File: config.mk
export PLATFORM = sky130hd
export DESIGN_NAME = d_reg_pipe
export DESIGN_NICKNAME = d
export VERILOG_FILES = /design/src/rtl/d_reg_pkg.sv /design/src/rtl/d_reg_stage.sv /design/src/rtl/d_reg_pipe.sv
export SDC_FILE = /design/constraint.sdc
export NUM_CORES = 1
export LEC_CHECK = 0
export CAP_MARGIN = 40
export CELL_PAD_IN_SITES_DETAIL_PLACEMENT = 1
export CELL_PAD_IN_SITES_GLOBAL_PLACEMENT = 1
export CORE_ASPECT_RATIO = 1.75
export CORE_MARGIN = 2
export CORE_UTILIZATION = 41
export DETAILED_ROUTE_END_ITERATION = 8
export PLACE_DENSITY_LB_ADDON = 0.05
export SETUP_SLACK_MARGIN = 0.5
export SYNTH_ARGS = -nofsm -noshare
export SYNTH_HDL_FRONTEND = slang
export SYNTH_SLANG_ARGS = --single-unit
File: constraint.sdc
create_clock -name clk -period 6.3 [get_ports clk]
set_input_delay 1.575 -clock clk [delete_from_list [all_inputs] [get_ports clk]]
set_output_delay 1.575 -clock clk [all_outputs]
set_load 0.02 [all_outputs]
File: src/rtl/d_reg_pkg.sv
// d_reg_pkg: shared helpers for register pipeline blocks
package d_reg_pkg;
    localparam int DEF_WIDTH = 8;
    localparam int DEF_DEPTH = 3;

    function automatic int clog2(input int n);
        int r;
        r = 0;
        while ((1 << r) < n) r++;
        return r;
    endfunction

    // width able to hold 0..depth, never narrower than one bit
    function automatic int cnt_w(input int depth);
        return (clog2(depth + 1) < 1) ? 1 : clog2(depth + 1);
    endfunction

    typedef logic [cnt_w(DEF_DEPTH)-1:0] def_cnt_t;
endpackage

File: src/rtl/d_reg_stage.sv
// d_reg_stage: one valid+data register of the pipeline
module d_reg_stage
    import d_reg_pkg::*;
#(
    parameter int               WIDTH     = DEF_WIDTH,
    parameter logic [WIDTH-1:0] RESET_VAL = '0
) (
    input  logic             clk,
    input  logic             rst,
    input  logic             flush,
    input  logic             load,
    input  logic             take,
    input  logic [WIDTH-1:0] src,
    output logic             v,
    output logic [WIDTH-1:0] d
);
    // flush drops the valid bit only; data is left as it was
    always_ff @(posedge clk) begin
        if (rst) begin
            v <= 1'b0;
            d <= RESET_VAL;
        end else if (flush) begin
            v <= 1'b0;
        end else if (load) begin
            v <= 1'b1;
            d <= src;
        end else if (take) begin
            v <= 1'b0;
        end
    end
endmodule

File: src/rtl/d_reg_pipe.sv
// d_reg_pipe: DEPTH-stage valid/ready register pipeline with bubble collapsing
module d_reg_pipe
    import d_reg_pkg::*;
#(
    parameter int               WIDTH     = DEF_WIDTH,
    parameter int               DEPTH     = DEF_DEPTH,
    parameter logic [WIDTH-1:0] RESET_VAL = '0
) (
    input  logic                      clk,
    input  logic                      rst,
    input  logic                      flush,
    input  logic                      in_valid,
    output logic                      in_ready,
    input  logic [WIDTH-1:0]          in_data,
    output logic                      out_valid,
    input  logic                      out_ready,
    output logic [WIDTH-1:0]          out_data,
    output logic [cnt_w(DEPTH)-1:0]   count
);
    localparam int CW = cnt_w(DEPTH);

    logic [DEPTH-1:0] v;
    logic [DEPTH-1:0] ld;
    logic [DEPTH:0]   acc;
    logic [WIDTH-1:0] d   [DEPTH];
    logic [WIDTH-1:0] src [DEPTH];

    // acc[DEPTH] is the consumer; a stage accepts when empty or when it is emptied downstream
    always_comb begin
        acc = '0;
        acc[DEPTH] = out_ready;
        for (int i = DEPTH - 1; i >= 0; i--) acc[i] = !v[i] | acc[i+1];
    end

    assign in_ready  = acc[0] & !flush & !rst;
    assign out_valid = v[DEPTH-1];
    assign out_data  = d[DEPTH-1];

    for (genvar g = 0; g < DEPTH; g++) begin : st
        if (g == 0) begin : head
            assign ld[g]  = in_valid & in_ready;
            assign src[g] = in_data;
        end else begin : body
            assign ld[g]  = acc[g] & v[g-1];
            assign src[g] = d[g-1];
        end
        d_reg_stage #(.WIDTH(WIDTH), .RESET_VAL(RESET_VAL)) u_stage (
            .clk  (clk),
            .rst  (rst),
            .flush(flush),
            .load (ld[g]),
            .take (acc[g+1]),
            .src  (src[g]),
            .v    (v[g]),
            .d    (d[g])
        );
    end

    // internal moves conserve words, so occupancy tracks entries minus exits
    always_ff @(posedge clk) begin
        if (rst || flush) count <= '0;
        else count <= count + CW'(in_valid & in_ready) - CW'(out_valid & out_ready);
    end
endmodule

==> reports/metrics.cfg, run 1 <==
[clock_network]
postCtsHoldBufs = 0
path_clk_slew_ps = 60
cts_resized = 0
cts_buffers = 5
clk_latency_ps = 270
cts_tree = built
cts_root_buf = clkbuf_8
cts_setup_buffers = 0
clock-sinks = 29
cts.htree.levels = 2
cts_max_path_buffers = 2

[final_layout]
n_antenna_cell = 0
fin_util = 0.508
finalNonFillerCells = 193
finalInstanceArea_sq_mm = 0.00156
drive_gt1_frac = 0.0867
fin_nets = 164
area_growth_pct = 20.7

[floorplanning]
die_h_microns = 78.3
rows = 27
core_sq_mm = 0.00307
io_pins = 25
start_util = 0.421
fp.dieArea_sq_mm = 0.00364
dieWidth_microns = 46.5

[drt]
detail-route-antenna-nets = 0
routedWlPerCell_microns = 11.5
drt-total-wl_microns = 2230
dr.pass1.iters = 2
viasPerCell = 4.64
drt_iter0_drc = 4
route.detailed.drc = 0
via_count = 896

[logic_synthesis]
syn_avg_cell_area_sq_um = 9.65
synth-seq-cells = 29
yosysMostFrequentCell = dfxtp_1
synth_edf_count = 0
syn_nets = 149
synthTopCellsByArea = dfxtp_1, mux2i_1, nand2b_1
yosysTopAreaCell = dfxtp_1
ys_types = 27
synthArstFlopShare = 0
yosysTopAreaCellShare = 0.449
ys_seq_area_frac = 0.449
synth_top_cells_by_count = dfxtp_1, nand2b_1, mux2i_1, inv_1, a21oi_1
syn_area_sq_mm = 0.00129
yosysWarnings = 0
synth-main-ff-cell = dfxtp_1
syn_inst = 134

[global_routing]
track_usage = 0.151
grt_pass1_wl_microns = 3940
grt_max_degree = 29
antenna_found_initial = 0
grt_pass1_vias = 896
grt_overflow = 0

[critical_path]
path_common_cell = clkdlybuf4s50_1
crit_path_cell_trace = clkdlybuf4s50_1 > nand2b_1 > nor2_1 > nor3_1 > clkdlybuf4s50_1
crit_required_ps = 4720
crit_buf_inv = 2
endpoint_kind = output port
path_class = in2out
path_delay_family = buffers and inverters
path_max_fanout = 10
slowest_delay_ps = 630
cp-start-kind = input pin
arrival_ps = 3350
crit_slowest_cell = clkdlybuf4s50_1

[flow_run]
drv_cap = 0

[timing]
setup_viol = 0
max_slew_margin = 0.567
fin_skew_ps = 2.00
tightest_slew_ps = 647
period_share = 0.782
period_minus_slack_ps = 4930
finalMaxSlewViolations = 0
grt_setup_unrepaired = no
fmax_ghz = 0.203
tns_ps = 0
final_hold_viol_count = 0

[power_and_ir_drop]
power_mw = 0.357
switching_power_mw = 0.0788
p_clk_frac = 0.400
pwr-share-comb = 0.070
intPower_mw = 0.278
power_frac_seq = 0.530
swShare = 0.221
ir_drop_uv = 132
p_leak_nw = 0.637
power.density_mw_per_mm2 = 228

[status]
status = finished, final reports clean

[place]
routabilityCongestion = 0.720
port_buffers = 24
hpwl_microns = 1740
place_area_sq_mm = 0.00148
dpl.cell_count = 185

[hold_path]
hp-class = reg2reg

## sequential cells by signal, indices dropped and copies added, names as in the netlist
signal / flops
st.u_stage.d: 24
count: 2
st.u_stage.v: 3
## area by class of cell
| cell class | count | area, sq um |
|---|---|---|
| clock buffer | 6 | 72.6 |
| clock inverter | 2 | 10.0 |
| fill | 351 | 1510 |
| inverter | 10 | 37.5 |
| multi-input combinational | 78 | 559 |
| sequential | 29 | 581 |
| tap | 43 | 53.8 |
| timing repair buffer | 25 | 248 |
## tightest hold or removal path, cell delays in order, from the launching register on
cell and delay [ps]:
dfxtp_1 310, nand3_1 60, a21oi_1 50
## final timing paths
| path | slack, ps | start | end | depth (start not counted) |
|---|---|---|---|---|
| worst max-delay path | 1370 | out_ready | in_ready | 5 |
| worst min-delay path | 470 | st[1].u_stage.d[4] | st[2].u_stage.d[4] | 2 |
| worst max register to register | 4040 | st[2].u_stage.v | count[1] | 8 |
| worst min register to register | 470 | st[1].u_stage.d[4] | st[2].u_stage.d[4] | 2 |
## kinds of logic after synthesis
kind of cell             Yosys count  synth area share
multiplexers                      16             0.124
XOR/XNOR                           2            0.0135
AND/OR/NAND/NOR                   36             0.166
adder cells (fa/ha/maj)            2            0.0193
buffers and inverters             27             0.119
AO/OA/AOI/OAI                     22             0.109
flip-flops                        29             0.449
## per-layer routing
| metal | wire, microns | vias up | track usage |
|---|---|---|---|
| met5 | 0 | - | 0 |
| met4 | 50 | 0 | 0.0686 |
| met3 | 88 | 7 | 0.0483 |
| met2 | 1210 | 19 | 0.244 |
| met1 | 884 | 409 | 0.174 |
| li1 | - | 461 | - |
## metrics by stage
step,worst slack (ps),hold WS (ps)
after floorplan,2180,444
after global placement,1400,459
after detailed placement,1350,470
after CTS,1350,479
after global routing,1200,499
final,1370,472
## cell usage in the layout, fill, tap and decap left out
master / count
dfxtp_1: 29
clkdlybuf4s50_1: 24
nand2b_1: 18
mux2i_1: 16
inv_1: 10
a21oi_1: 9
nand3_1: 8
o21ai_0: 8
clkbuf_8: 5
nor3_1: 3
o21a_1: 2
ha_1: 2
clkinv_2: 2
nand2_1: 1
nor2_1: 1
nor2_2: 1
o211ai_2: 1
nor2b_4: 1
a211oi_4: 1
xor2_1: 1
xnor2_1: 1
nor2b_1: 1
and2_1: 1
a211o_1: 1
and2_2: 1
clkbuf_1: 1
buf_4: 1
## power groups by stage
stage / Sequential [mW] / Clock, mW / Combinational, mW
6_report: 0.189 / 0.143 / 0.0251
5_1_grt: 0.189 / 0.159 / 0.0277
4_1_cts: 0.189 / 0.149 / 0.0257
3_5_place_dp: 0.193 / 0 / 0.0256
3_3_place_gp: 0.193 / 0 / 0.0246
2_1_floorplan: 0.193 / 0 / 0.0149
No activity file was read; power rests on OpenSTA's default activity.
==> run 2: changes to the inputs <==
- CORE_UTILIZATION: 41 -> 34
- clock period: 6.3 -> 4.2 ns (I/O delays scaled with it)
==> run 2 against run 1 <==
Non-clock buffer count up 2. Cell area up 0.80%. Register-to-register slack worse by 1800 ps. Clock power up 42%. Clock-buffer cell count down 1. Critical path depth unchanged. Core utilization down 7.4 points. Sequential share of layout area down 0.30 points. Critical path type unchanged. Largest cell class unchanged.
==> reports/metrics.cfg, run 2 (synthesis gave the netlist of run 1 again) <==
[final_layout]
layout_commonest_cell = dfxtp_1  ; unchanged
area_growth_pct = 21.7  ; was 20.7%
largest_reg_flops = 24  ; unchanged
finalInstanceArea_sq_mm = 0.00157  ; was 0.00156 sq mm
n_antenna_cell = 0  ; unchanged
fin_nets = 166  ; was 164
fill_cells = 423  ; was 351
finalNonFillerCells = 196  ; was 193
drive_gt1_frac = 0.0933  ; was 0.0867
layout_common_cells = dfxtp_1, clkdlybuf4s50_1, nand2b_1  ; unchanged
largest_registers = st.u_stage.d x24, st.u_stage.v x3, count x2  ; unchanged
fin_util = 0.434  ; was 0.508
top_register = st.u_stage.d  ; unchanged

[floorplanning]
fp.dieArea_sq_mm = 0.00433  ; was 0.00364 sq mm
dieWidth_microns = 50.6  ; was 46.5 microns
rows = 29  ; was 27
io_pins = 25  ; unchanged
core_sq_mm = 0.00363  ; was 0.00307 sq mm
die_h_microns = 85.6  ; was 78.3 microns
start_util = 0.357  ; was 0.421

[clock_network]
cts_max_path_buffers = 2  ; unchanged
cts_resized = 0  ; unchanged
postCtsHoldBufs = 0  ; unchanged
cts_setup_buffers = 0  ; unchanged
clk_latency_ps = 270  ; about the same
cts_tree = built  ; unchanged
path_clk_slew_ps = 60  ; about the same
cts_buffers = 5  ; unchanged
cts_root_buf = clkbuf_8  ; unchanged
cts.htree.levels = 2  ; unchanged
clock-sinks = 29  ; unchanged

[drt]
route.detailed.drc = 0  ; unchanged
viasPerCell = 4.75  ; was 4.64
routedWlPerCell_microns = 12.1  ; was 11.5 microns
drt_iter0_drc = 4  ; unchanged
detail-route-antenna-nets = 0  ; unchanged
dr.pass1.iters = 2  ; unchanged
drt-total-wl_microns = 2370  ; was 2230 microns
via_count = 931  ; was 896

[timing]
tns_ps = 0  ; unchanged
period_share = 0.769
timing.final.ws_setup_ps = 972  ; was 1370 ps
fin_skew_ps = 3.12  ; was 2.00 ps
finalMaxSlewViolations = 0  ; unchanged
period_minus_slack_ps = 3230
tightest_slew_ps = 522  ; was 647 ps
final_hold_viol_count = 0  ; unchanged
setup_viol = 0  ; unchanged
fmax_ghz = 0.310
max_slew_margin = 0.651  ; was 0.567
grt_setup_unrepaired = no  ; unchanged

[place]
dpl.cell_count = 190  ; was 185
place_area_sq_mm = 0.00150  ; was 0.00148 sq mm
port_buffers = 24  ; unchanged
routabilityCongestion = 0.752  ; was 0.720
dp_slack_ps = 574  ; was 1350 ps
hpwl_microns = 1800  ; was 1740 microns

[flow_run]
drv_cap = 0  ; unchanged

[critical_path]
arrival_ps = 2180  ; was 3350 ps
crit_required_ps = 3150  ; was 4720 ps
endpoint_kind = output port  ; unchanged
path_class = in2out  ; unchanged
path_max_fanout = 3  ; was 10
cp-start-kind = input pin  ; unchanged

[status]
status = finished, final reports clean  ; unchanged

[global_routing]
antenna_found_initial = 0  ; unchanged
grt_pass1_vias = 948  ; was 896
grt_pass1_wl_microns = 4150  ; was 3940 microns
grt_overflow = 0  ; unchanged
track_usage = 0.128  ; was 0.151
grt_max_degree = 28  ; was 29

[power_and_ir_drop]
power_frac_seq = 0.540  ; was 0.530
p_leak_nw = 0.655  ; was 0.637 nW
power.density_mw_per_mm2 = 333  ; was 228 mW/mm^2
pwr-share-comb = 0.073  ; was 0.070
swShare = 0.217  ; was 0.221
p_clk_frac = 0.387  ; was 0.400
switching_power_mw = 0.114  ; was 0.0788 mW
ir_drop_uv = 241  ; was 132 uV
intPower_mw = 0.411  ; was 0.278 mW

[hold_path]
hp-class = reg2reg  ; unchanged

==> run 2: cell types whose count changed in the layout (fill, tap and decap cells not counted), sizes merged <==
cell / before / now
clkbuf: 6 / 5
buf: 1 / 3
dlymetal6s2s: 0 / 1
clkinv: 2 / 1
clkdlybuf4s50: 24 / 23
==> run 2: worst paths after layout <==
check | start | depth (start not counted) | to | slack (ps)
setup reg to reg | st[2].u_stage.v | 10 | count[1] | 2210
hold / removal | st[2].u_stage.d[3] | 2 | st[2].u_stage.d[3] | 470
hold reg to reg | st[2].u_stage.d[3] | 2 | st[2].u_stage.d[3] | 470
setup / recovery | out_ready | 5 | in_ready | 970
==> run 2: critical path: stages <==
cell and delay, ps:
clkdlybuf4s50_1 540, nand2b_1 150, nor2_1 60, nor3_1 130
dlymetal6s2s_1 250
==> run 2: metal layers <==
layer | up-vias | global-route usage | wire length [microns]
met4 | 0 | 0.0737 | 62
li1 | 469 | - | -
met5 | - | 0 | 0
met2 | 20 | 0.224 | 1240
met3 | 7 | 0.0418 | 106
met1 | 435 | 0.129 | 965
==> run 2: stage by stage <==
stage	hold slack [ps]	power [mW]
finish	474	0.525
global route	498	0.552
CTS	473	0.537
detailed placement	464	0.328
global placement	462	0.327
floorplan	444	0.311
==> run 2: cell type report <==
cell class / count / area [sq um] / area share
flip-flops and latches: 29 / 581 / 0.369
multi-input cells: 78 / 559 / 0.355
repair buffers: 27 / 265 / 0.169
clock buffers: 5 / 68.8 / 0.0437
well taps: 46 / 57.6 / 0.0366
inverters: 10 / 37.5 / 0.0238
clock inverters: 1 / 5.00 / 0.00318
==> run 2: power groups by stage <==
stage               Sequential, mW  Combinational, mW  Clock, mW
detailed placement           0.289             0.0393          0
global placement             0.289             0.0382          0
finish                       0.283             0.0383      0.203
CTS                          0.283             0.0394      0.214
floorplan                    0.289             0.0223          0
global route                 0.284             0.0424      0.226
==> run 3: changes to the inputs <==
- clock period: 4.2 -> 2.62 ns (I/O delays scaled with it)
==> run 3 against run 2 <==
Sequential share of layout area fell by 2.5 points. Flip-flop and latch count did not move. First-iteration DRC count rose by 25%. Cell area rose by 7.4%. Die area did not move. Highest routed layer unchanged. Largest power group unchanged. Non-clock buffer count rose by 7. Final cell count rose by 3.6%. Via count rose by 0.86%. Combinational power rose by 85%. Clock-buffer cell count did not move. Clock skew fell by 1.4 ps.
==> reports/metrics.cfg, run 3 (synthesis gave the netlist of run 1 again) <==
[drt]
viasPerCell = 4.63  ; was 4.75
routedWlPerCell_microns = 12.1  ; about the same
route.detailed.drc = 0  ; unchanged
via_count = 939  ; was 931
dr.pass1.iters = 3  ; was 2
drt_iter0_drc = 5  ; was 4
detail-route-antenna-nets = 0  ; unchanged
drt-total-wl_microns = 2460  ; was 2370 microns

[clock_network]
path_clk_slew_ps = 50  ; was 60 ps
clock-sinks = 29  ; unchanged
cts_max_path_buffers = 2  ; unchanged
clk_latency_ps = 270  ; about the same
cts_tree = built  ; unchanged
cts.htree.levels = 2  ; unchanged
cts_buffers = 5  ; unchanged
cts_root_buf = clkbuf_8  ; unchanged

[timing]
tightest_slew_ps = 500  ; was 522 ps
setup_viol = 0  ; unchanged
final_hold_viol_count = 0  ; unchanged
period_share = 0.793
period_minus_slack_ps = 2080
max_slew_margin = 0.666  ; was 0.651
finalMaxSlewViolations = 0  ; unchanged
fmax_ghz = 0.481
timing.final.ws_setup_ps = 543  ; was 972 ps
fin_skew_ps = 1.67  ; was 3.12 ps
grt_setup_unrepaired = yes  ; was no

[flow_run]
drv_cap = 0  ; unchanged

[power_and_ir_drop]
p_leak_nw = 0.698  ; was 0.655 nW
ir_drop_uv = 343  ; was 241 uV
power.density_mw_per_mm2 = 502  ; was 333 mW/mm^2

[final_layout]
n_antenna_cell = 0  ; unchanged
largest_reg_flops = 24  ; unchanged
top_register = st.u_stage.d  ; unchanged
largest_registers = st.u_stage.d x24, st.u_stage.v x3, count x2  ; unchanged
layout_commonest_cell = dfxtp_1  ; unchanged
fin_nets = 173  ; was 166
drive_gt1_frac = 0.185  ; was 0.0933
layout_common_cells = dfxtp_1, clkdlybuf4s50_1, nand2b_1  ; unchanged
area_growth_pct = 30.7  ; was 21.7%
finalNonFillerCells = 203  ; was 196

[critical_path]
crit_slowest_cell = dlygate4sd2_1  ; was clkdlybuf4s50_1
crit_path_cell_trace = dlygate4sd2_1 > nand2b_4 > nor2_2 > nor3_2 > buf_4  ; was clkdlybuf4s50_1 > nand2b_1 > nor2_1 > nor3_1 > dlymetal6s2s_1
slowest_delay_ps = 240  ; was 540 ps
endpoint_kind = output port  ; unchanged
cp-start-kind = input pin  ; unchanged
crit_required_ps = 1970  ; was 3150 ps
path_max_fanout = 2  ; was 3
path_class = in2out  ; unchanged
arrival_ps = 1420  ; was 2180 ps

[floorplanning]
die_h_microns = 85.6  ; unchanged
start_util = 0.357  ; unchanged
core_sq_mm = 0.00363  ; unchanged
rows = 29  ; unchanged
dieWidth_microns = 50.6  ; unchanged
fp.dieArea_sq_mm = 0.00433  ; unchanged
io_pins = 25  ; unchanged

[place]
routabilityCongestion = 0.718  ; was 0.752
port_buffers = 24  ; unchanged
hpwl_microns = 1880  ; was 1800 microns
dpl.cell_count = 195  ; was 190
dp_slack_ps = -130  ; was 574 ps

[global_routing]
grt_pass1_wl_microns = 4400  ; was 4150 microns
grt_max_degree = 27  ; was 28
antenna_found_initial = 0  ; unchanged
track_usage = 0.134  ; was 0.128
grt_pass1_vias = 980  ; was 948
grt_overflow = 0  ; unchanged

[status]
status = finished, final reports clean  ; unchanged

[hold_path]
hp-class = reg2reg  ; unchanged

==> run 3: cell count changes in the layout (fill, tap and decap cells not counted), moves of 2 or more <==
cell             previous run  this run
clkdlybuf4s50_1            23        20
buf_4                       3         9
ha_4                        0         2
ha_1                        2         0
dlygate4sd2_1               0         3
==> run 3: layer usage <==
metal	part of all wire	track usage
met3	0.039	0.0314
met2	0.53	0.226
met5	0	0
met4	0.027	0.0811
met1	0.40	0.148
==> run 3: cell type report <==
class | instances | area, sq um
well taps | 46 | 57.6
inverters | 10 | 37.5
flip-flops and latches | 29 | 581
fillers | 413 | 1940
clock buffers | 5 | 68.8
multi-input cells | 78 | 621
repair buffers | 34 | 320
clock inverters | 1 | 5.00
==> run 3: power by group <==
part           internal [mW]  switching [mW]  total [mW]
sequential             0.450         0.00385       0.454
combinational         0.0406          0.0302      0.0708
clock                  0.174           0.149       0.323
==> run 3: final timing paths <==
| kind | start | endpoint | slack [ps] | cells after the start |
|---|---|---|---|---|
| max reg2reg | st[1].u_stage.v | count[1] | 860 | 8 |
| max | out_ready | in_ready | 540 | 5 |
| min reg2reg | st[2].u_stage.d[6] | st[2].u_stage.d[6] | 470 | 2 |
| min | st[2].u_stage.d[6] | st[2].u_stage.d[6] | 470 | 2 |
==> run 3: stage by stage <==
step                TNS (ps)   util  instance area [sq um]  hold slack [ps]  total power [mW]
global placement       -60.1  0.426                   1550              459             0.530
floorplan                  0      -                   1310              444             0.500
finish                     0  0.466                   1690              472             0.848
global route               0  0.466                   1690              496             0.893
detailed placement      -130  0.426                   1550              466             0.532
CTS                        0  0.449                   1630              475             0.862
==> run 3: critical path, delay by kind of cell <==
kind	cells	cell delay (ps)
buffers and inverters	2	390
and+or+nand+nor	3	360
==> run 3: what timing repair did <==
action	in CTS	in global routing
pin swaps	2	5
hold buffers	0	0
resized for setup	12	7
hold endpoints to repair	0	0
setup endpoints to repair	2	1
buffers inserted	0	2
